## config.mk

```make
export PLATFORM = sky130hd
export DESIGN_NAME = alu_scheduler
export DESIGN_NICKNAME = d
export VERILOG_FILES = /design/src/rtl/alu_scheduler.sv
export SDC_FILE = /design/constraint.sdc
export NUM_CORES = 1
export LEC_CHECK = 0
export ABC_CLOCK_PERIOD_IN_PS = 2800
export CAP_MARGIN = 15
export CORE_ASPECT_RATIO = 1.1
export CORE_MARGIN = 5
export CORE_UTILIZATION = 30
export CTS_BUF_LIST = sky130_fd_sc_hd__clkbuf_16
export DETAILED_ROUTE_END_ITERATION = 7
export SYNTH_ARGS = -nofsm -noshare
export SYNTH_HDL_FRONTEND = slang
export SYNTH_SLANG_ARGS = --single-unit
```

## constraint.sdc

```tcl
create_clock -name Clk -period 2.8 [get_ports Clk]
set_input_delay 0.56 -clock Clk [delete_from_list [all_inputs] [get_ports Clk]]
set_output_delay 0.56 -clock Clk [all_outputs]
set_load 0.01 [all_outputs]
```

## src/rtl/alu_scheduler.sv

```systemverilog
// Two-port round-robin front end for a shared ALU with an external iterative multiplier.
// The scheduler grants one requester, drives the ALU operands, waits for the result and reports it.
module alu_scheduler #(
    parameter int TIMEOUT = 600
) (
    input  logic        Clk,
    input  logic        Rst,
    input  logic        req0,
    input  logic        req1,
    input  logic [1:0]  op0,
    input  logic [1:0]  op1,
    input  logic [15:0] a0,
    input  logic [15:0] b0,
    input  logic [15:0] a1,
    input  logic [15:0] b1,
    input  logic [15:0] alu_Rout,
    input  logic        mul_done,
    output logic        gnt0,
    output logic        gnt1,
    output logic        done0,
    output logic        done1,
    output logic [15:0] result,
    output logic        err,
    output logic        busy,
    output logic [15:0] alu_A,
    output logic [15:0] alu_B,
    output logic [1:0]  alu_op,
    output logic        mul_start
);

    localparam int              CW       = (TIMEOUT > 2) ? $clog2(TIMEOUT) : 1;
    localparam logic [CW-1:0]   CNT_LAST = CW'(TIMEOUT - 1);
    localparam logic [1:0]      OP_MUL   = 2'd2;

    typedef enum logic [1:0] {IDLE, EXEC, MULWAIT, RESP} state_t;

    state_t        state;
    logic [CW-1:0] wait_cnt;
    logic          owner;       // 1: port1 holds the current operation
    logic          last_owner;  // port served most recently
    logic          timed_out;

    logic          sel_port1;
    logic [1:0]    sel_op;
    logic [15:0]   sel_a;
    logic [15:0]   sel_b;

    // Port1 wins when it is the only requester, or on a tie when port0 was served last.
    always_comb begin
        sel_port1 = req1 && (!req0 || !last_owner);
        sel_op    = sel_port1 ? op1 : op0;
        sel_a     = sel_port1 ? a1  : a0;
        sel_b     = sel_port1 ? b1  : b0;
    end

    // NOTE: all state and outputs use non-blocking assignments so every register samples pre-edge values.
    always_ff @(posedge Clk or posedge Rst) begin
        if (Rst) begin
            state      <= IDLE;
            wait_cnt   <= '0;
            owner      <= 1'b0;
            last_owner <= 1'b1;
            timed_out  <= 1'b0;
            gnt0       <= 1'b0;
            gnt1       <= 1'b0;
            done0      <= 1'b0;
            done1      <= 1'b0;
            err        <= 1'b0;
            busy       <= 1'b0;
            mul_start  <= 1'b0;
            result     <= 16'h0000;
            alu_A      <= 16'h0000;
            alu_B      <= 16'h0000;
            alu_op     <= 2'b00;
        end else begin
            gnt0      <= 1'b0;
            gnt1      <= 1'b0;
            done0     <= 1'b0;
            done1     <= 1'b0;
            err       <= 1'b0;
            mul_start <= 1'b0;
            case (state)
                IDLE: begin
                    if (req0 || req1) begin
                        gnt0      <= !sel_port1;
                        gnt1      <= sel_port1;
                        owner     <= sel_port1;
                        timed_out <= 1'b0;
                        alu_op    <= sel_op;
                        // The multiplier only consumes the low operand bytes.
                        alu_A     <= (sel_op == OP_MUL) ? {8'h00, sel_a[7:0]} : sel_a;
                        alu_B     <= (sel_op == OP_MUL) ? {8'h00, sel_b[7:0]} : sel_b;
                        busy      <= 1'b1;
                        state     <= EXEC;
                    end
                end
                EXEC: begin
                    if (alu_op == OP_MUL) begin
                        mul_start <= 1'b1;
                        wait_cnt  <= '0;
                        state     <= MULWAIT;
                    end else begin
                        result <= alu_Rout;
                        state  <= RESP;
                    end
                end
                MULWAIT: begin
                    // A completion arriving on the final wait cycle still beats the timeout.
                    if (mul_done) begin
                        result <= alu_Rout;
                        state  <= RESP;
                    end else if (wait_cnt == CNT_LAST) begin
                        result    <= 16'h0000;
                        timed_out <= 1'b1;
                        state     <= RESP;
                    end else begin
                        wait_cnt <= wait_cnt + 1'b1;
                    end
                end
                RESP: begin
                    done0      <= !owner;
                    done1      <= owner;
                    err        <= timed_out;
                    timed_out  <= 1'b0;
                    last_owner <= owner;
                    busy       <= 1'b0;
                    state      <= IDLE;
                end
                default: begin
                    busy  <= 1'b0;
                    state <= IDLE;
                end
            endcase
        end
    end

endmodule

```

# Yosys cells after proc, flatten, opt, wreduce, memory -nomap -nowiden
# Index checks and enable logic that the tools add are counted.
# totals
reg_bits	72
inputBits	89
output_inout_bits	57
wordCells	80
# classes
addsub	1
eq_ne	13
n_mux	33
reduce_logical	17
# op_table
cell	count
$mux W16	7
$pmux W16 S2	1
$mux W10	3
$pmux W10 S2	1
$mux W1	14
$ne A2 B2 Y1 const B	6
$add A10 B1 Y10 const B	1
$eq A10 B10 Y1 const B	1
$eq A2 B2 Y1 const B	4
$mux W2	4
$pmux W2 S4	1
$reduce_and A4 Y1	2
$reduce_and A2 Y1	3
$logic_not A1 Y1	4
$reduce_bool A2 Y1	2
$ne A3 B3 Y1 const B	1
$pmux W1 S3	1
$reduce_and A3 Y1	1
$reduce_bool A3 Y1	1
$eq A2 B1 Y1 const B	1
$logic_not A2 Y1	1
$logic_or A1 B1 Y1	2
$pmux W1 S2	1
$logic_and A1 B1 Y1	1

# Depth between registers and ports, before layout
# Gate-level depths: netlist of the first run.
# depth
ltp_word	6
depth_mapped	8
depth_no_buf	6

# Worst setup path after synthesis of the first run
# Ideal clock, no wire load.
# synth_timing
path_type	register to register
from	register wait_cnt[5]
to	register wait_cnt[2]
arrival_time_ns	1.845
required_ns	2.674
setup_slack_ns	0.829
stages_incl_launch_ff	6
synth_period_minus_slack_ns	1.971
cell_sequence	dfrtp_1 > or4b_1 > o31a_1 > buf_4 > and3_1 > a221o_1
# synth_via
elab_chain_cells	3
# synth_lines
item	line_no	text
start, declared	38	logic [CW-1:0] wait_cnt;
start signal, assigned	117	wait_cnt <= wait_cnt + 1'b1;
$eq A10 B10 Y1	112	end else if (wait_cnt == CNT_LAST) begin
$ne A2 B2 Y1 (no source line)	-	
$reduce_and A4 Y1 (no source line)	-	
# No other way between the ends.
# A chain may end at the register's enable or synchronous reset.

# Worst setup path after layout of the first run
# layout_timing
from	register wait_cnt[3]
to	register result[13]
# layout_via
elab_chain_cells	3
# layout_lines
item	line_no	text
$eq A10 B10 Y1	112	
$ne A3 B3 Y1 (no source line)	-	
$reduce_and A3 Y1 (no source line)	-	
end signal, assigned	103	result <= alu_Rout;
end signal, assigned	110	result <= alu_Rout;
end, declared	22	output logic [15:0] result,
# No other way between the ends.

==> results of run 1 <==
-- cell type report --
cell class | instances | area share, %
clock buffer | 9 | 4.14
tap | 150 | 3.45
clock inverter | 7 | 1.15
timing repair buffer | 154 | 28.4
sequential | 72 | 33.1
multi-input combinational | 228 | 28.2
inverter | 23 | 1.59
-- routing by layer --
metal / share of wire [%] / vias up
li1: - / 1465
met1: 41 / 1381
met2: 48 / 107
met3: 9.3 / 12
met4: 1.4 / 0
met5: 0 / -
-- per-stage QoR --
stage	hold slack [ps]	power (µW)	std cells
global route	493	5720	643
detailed placement	465	4270	627
finish	469	5310	643
CTS	473	5410	643
global placement	460	4200	627
floorplan	433	3070	341
-- flip-flops by register name (all words and copies together) (netlist names), 2 cells and up --
name and count:
alu_B 16, wait_cnt 10, state 2, alu_op 2, alu_A 16, result 16
-- report_power, final --
group          leakage, µW  internal, µW  switching, µW  total [µW]
Combinational      0.00144          1280           1150        2420
Clock             0.000142           682            432        1110
Sequential        0.000907          1500            281        1780
Total              0.00249          3450           1860        5310
-- cell usage in the layout, fill, tap and decap left out, drive strengths merged, types with 2 or more instances in the layout --
cell type,count
clkdlybuf4s50,145
dfrtp,71
nand2,67
mux2i,50
o21ai,39
inv,25
clkbuf,9
buf,9
a21oi,7
ha,6
mux2,5
and2,4
nand2b,4
a22o,4
nand3b,3
nor4,3
nor2b,3
nor2,3
a2111oi,3
clkinv,3
nor3b,2
a21o,2
nand4,2
nand4b,2
o211ai,2
o21a,2
-- kinds of logic (layout without fill, tap and decap cells) --
family,count (synthesis),after routing,synth area share (%)
simple gates,100,100,13.3
mux,55,55,15.9
fa+ha+maj,6,6,2.15
buf+inv,41,193,5.16
compound gates,67,67,11.9
flops,72,72,51.6
-- path summary, 6_finish.rpt --
| path | from | endpoint | slack, ps | cells after the start |
|---|---|---|---|---|
| max | wait_cnt[3]$_DFFE_PP0P_ | result[13]$_DFFE_PP0P_ | 610 | 5 |
| min | owner$_DFFE_PP0P_ | done0$_DFF_PP0_ | 470 | 1 |
| max reg2reg | wait_cnt[3]$_DFFE_PP0P_ | result[13]$_DFFE_PP0P_ | 610 | 5 |
| min reg2reg | owner$_DFFE_PP0P_ | done0$_DFF_PP0_ | 470 | 1 |
| max in group asynchronous | Rst | last_owner$_DFFE_PP1P_ | 1550 | 3 |
| min in group asynchronous | Rst | result[15]$_DFFE_PP0P_ | 630 | 2 |
==> impl_metrics.toml, run 1 <==
[logic_synthesis]
ys_warn_count = 0
synth_top_area_cell = "dfrtp_1"
synthArstFlopShare_pct = 100
synth_edf_count = 0
ys_ff_latch = 72
netlist_area_um2 = 3490
synthTopCellsByArea = "dfrtp_1 51%, mux2i_1 14%, nand2_1 7.2%"
yosysUniqueCellTypes = 47
synth_common_cells = "71 x dfrtp_1, 67 x nand2_1, 50 x mux2i_1"
synth-seq-area-share_pct = 51.6
yosysMostFrequentCell = "dfrtp_1"
synth_top_area_share_pct = 50.8
syn_nets = 436
netlist_instances = 341
synth_ff_type = "dfrtp_1"
avgSynthCellArea_um2 = 10.2

[sta]
setup_viol = 0
drv_slew = 0
tightest_slew_ps = 626
grt_setup_unrepaired = "no"
slew_headroom_pct = 58.3
hold_violations = 0
setup_slack_ps = 609
fmax_mhz = 456
min_period_ps = 2190
period_share_pct = 78.2
skew_ps = 4.77
finalSetupTns_ps = 0

[cells_and_area]
nNetsFinal = 583
fin_util_pct = 47.6
n_antenna_cell = 0
post-route-cell-area_um2 = 5440
multi_input_area_um2 = 1530
register_area_um2 = 1800
drive_above_1_share_pct = 6.49
nFillCells = 1090
area_delta_synth_final_pct = 55.7

[placed_design]
dp_hpwl_um = 7080
place_ws_ps = 363
io_buffers = 145
post_dp_cell_area_um2 = 5150
place.gp.congestion = 0.786

[drt]
routed_via_density = 4.61
vias = 2965
drtIter0Drc = 111
first_pass_iters = 5
drc_errors = 0
routed_wl_um = 9230
ant_nets = 0
post_drt_wl_per_cell_um = 14.3

[worst_setup_path]
startpoint_type = "flop"
cp_max_fo = 16
cp_num_buf_inv = 1
critical-path-top-delay-family = "compound AO/OA/AOI/OAI gates"
critPathArrivalTime_ps = 2430
slowest_delay_ps = 540
crit_type = "flop to flop"
required_ps = 3040
endpoint_kind = "flop"
crit_path_cell_trace = "or4b_1 -> o31a_1 -> a21o_1 -> buf_4 -> mux2i_1"
cpMaxStageDelayCell = "or4b_1"

[grt]
grt_pass1_wl_um = 15300
met3_usage_pct = 6.31
antenna_found_initial = 0
grt_usage_pct = 13.7
busiest_layer = "met2"
grt.overflow.total = 0
met1_usage_pct = 15.4
use_met2_pct = 23.1
grt_max_degree = 29
grt_pass1_vias = 3175

[floorplanning]
initial_core_util_pct = 30.5
design.core.area_um2 = 11400
placementRows = 41
io_pins = 146
dieArea_um2 = 13900
die_width_um = 113
die_h_um = 123

[clock_tree]
cts_buffers = 9
ctsRootBufferMaster = "clkbuf_16"
htreeDepth = 3
cts-resized-gates = 0
holdBufCountCts = 0
clk_pin_slew_ps = 60
clk_path_buf_depth = 2
cts_tree = "built"
clock_sinks = 72
postCtsSetupBuffers = 0
insertion_delay_ps = 320

[status]
status = "completed"

[pwr]
power.density_nw_per_um2 = 976
peakVddDrop_mv = 0.370
leakage_uw = 0.00249

[hold_path]
hp-class = "flop to flop"

[flow_run]
drv_cap = 0
(Power assumes the default switching activity.)
==> run 2, diff against run 1 <==
ABC_CLOCK_PERIOD_IN_PS = 2000   (was 2800)
clock period = 2 ns   (was 2.8 ns; I/O delays follow)
==> run 2 against run 1 <==
Compared with the run above:
- hold slack got worse by 22 ps
- combinational power increased by 50%
- power is 45% higher
- global-route usage fell by 0.63 points
- clock skew up 7.7 ps
- wire length fell by 1.8%
- die area stayed put
- register-to-register slack worse by 550 ps
- sequential share of layout area decreased by 0.99 points
==> impl_metrics.toml, run 2 (synthesized netlist as in run 1, its figures left out) <==
[clock_tree]
clock_sinks = 72
clk_path_buf_depth = 2
cts_buffers = 9
cts-resized-gates = 0
htreeDepth = 3
clk_pin_slew_ps = 60
ctsRootBufferMaster = "clkbuf_16"
cts_tree = "built"
insertion_delay_ps = 330
holdBufCountCts = 0
postCtsSetupBuffers = 0

[sta]
hold_violations = 0
grt_setup_unrepaired = "no"
tightest_slew_ps = 503
period_share_pct = 97.3
drv_slew = 0
setup_viol = 0
min_period_ps = 1950
fmax_mhz = 514
skew_ps = 12.4
slew_headroom_pct = 66.4

[worst_setup_path]
startpoint_type = "flop"
cpMaxStageDelayCell = "or4b_1"
rrSetupSlack_ps = 50
required_ps = 2210
slowest_delay_ps = 540
critPathArrivalTime_ps = 2160
cp_max_fo = 16
endpoint_kind = "flop"
crit_type = "flop to flop"
crit_path_cell_trace = "or4b_1 -> o31a_1 -> a21o_1 -> buf_12 -> mux2i_2"

[placed_design]
dp_hpwl_um = 7030
post_dp_cell_area_um2 = 5300
place.gp.congestion = 0.779
io_buffers = 145

[cells_and_area]
final_cell_mix = "145 x clkdlybuf4s50_1, 71 x dfrtp_1, 67 x nand2_1"
fin_util_pct = 49.0
reg.largest.list = "alu_A (16), alu_B (16), result (16)"
nNetsFinal = 599
final_common_cell = "clkdlybuf4s50_1"
post-route-cell-area_um2 = 5610
area_delta_synth_final_pct = 60.5
n_antenna_cell = 0
drive_above_1_share_pct = 10.4

[drt]
vias = 2994
drc_errors = 0
ant_nets = 0
routed_via_density = 4.54
routed_wl_um = 9070
drtIter0Drc = 99
post_drt_wl_per_cell_um = 13.8
first_pass_iters = 4

[grt]
antenna_found_initial = 0
grt.overflow.total = 0
grt_usage_pct = 13.1
grt_pass1_wl_um = 14700
grt_pass1_vias = 3099
grt_max_degree = 36

[floorplanning]
initial_core_util_pct = 30.5
placementRows = 41
io_pins = 146
dieArea_um2 = 13900
die_width_um = 113
die_h_um = 123
design.core.area_um2 = 11400

[flow_run]
drv_cap = 0

[pwr]
power.density_nw_per_um2 = 1370
peakVddDrop_mv = 0.597
leakage_uw = 0.00256

[hold_path]
hp-class = "input pin to asynchronous set/reset pin"

[status]
status = "completed"
## run 2: cell count changes in the layout (fill, tap and decap cells not counted), sizes merged
cell	delta
clkinvlp	+3
inv	-2
buf	+16
clkinv	-1
## run 2: path summary, 6_finish.rpt
check	from	to	cells past startpoint
max	wait_cnt[5]$_DFFE_PP0P_	result[6]$_DFFE_PP0P_	5
min	Rst	alu_A[7]$_DFFE_PP0P_	2
max reg2reg	wait_cnt[5]$_DFFE_PP0P_	result[6]$_DFFE_PP0P_	5
min reg2reg	owner$_DFFE_PP0P_	done0$_DFF_PP0_	1
max in group asynchronous	Rst	gnt0$_DFF_PP0_	3
min in group Clk	owner$_DFFE_PP0P_	done0$_DFF_PP0_	1
## run 2: critical path: cells and delay by family (launching register included)
kind	cells	cell delay, ps
flip-flops	1	380
buffers and inverters	1	170
AND/OR/NAND/NOR	1	540
AO/OA/AOI/OAI	2	600
multiplexers	1	150
## run 2: stage by stage
| step | total power [µW] | std cells | setup WS [ps] | hold WS [ps] | TNS, ps |
|---|---|---|---|---|---|
| floorplan | 4300 | 341 | 29.4 | 433 | 0 |
| global placement | 6090 | 643 | 41.8 | 451 | 0 |
| detailed placement | 6160 | 643 | -23.1 | 470 | -73.1 |
| CTS | 7780 | 659 | 6.86 | 465 | 0 |
| global route | 8250 | 659 | 9.05 | 490 | 0 |
| finish | 7690 | 659 | 54.2 | 447 | 0 |
## run 2: cell type report
class,instances,area [µm²]
Clock buffer,9,225
Clock inverter,7,70.1
Fill cell,1088,5830
Inverter,23,90.1
Multi-Input combinational cell,228,1550
Sequential cell,72,1800
Tap cell,150,188
Timing Repair Buffer,170,1690
## run 2: layer usage
metal	vias up	part of all wire, %	routed length (µm)	global-route usage [%]
li1	1497	-	-	-
met1	1387	42	3790	15.4
met2	105	48	4330	21.5
met3	5	9.6	867	6.07
met4	0	0.84	76	3.61
met5	-	0	0	0
## run 2: where the power goes
| part | leakage, µW | internal, µW | switching (µW) |
|---|---|---|---|
| clock network | 0.000135 | 962 | 615 |
| registers | 0.000907 | 2090 | 386 |
| logic | 0.00151 | 1980 | 1650 |
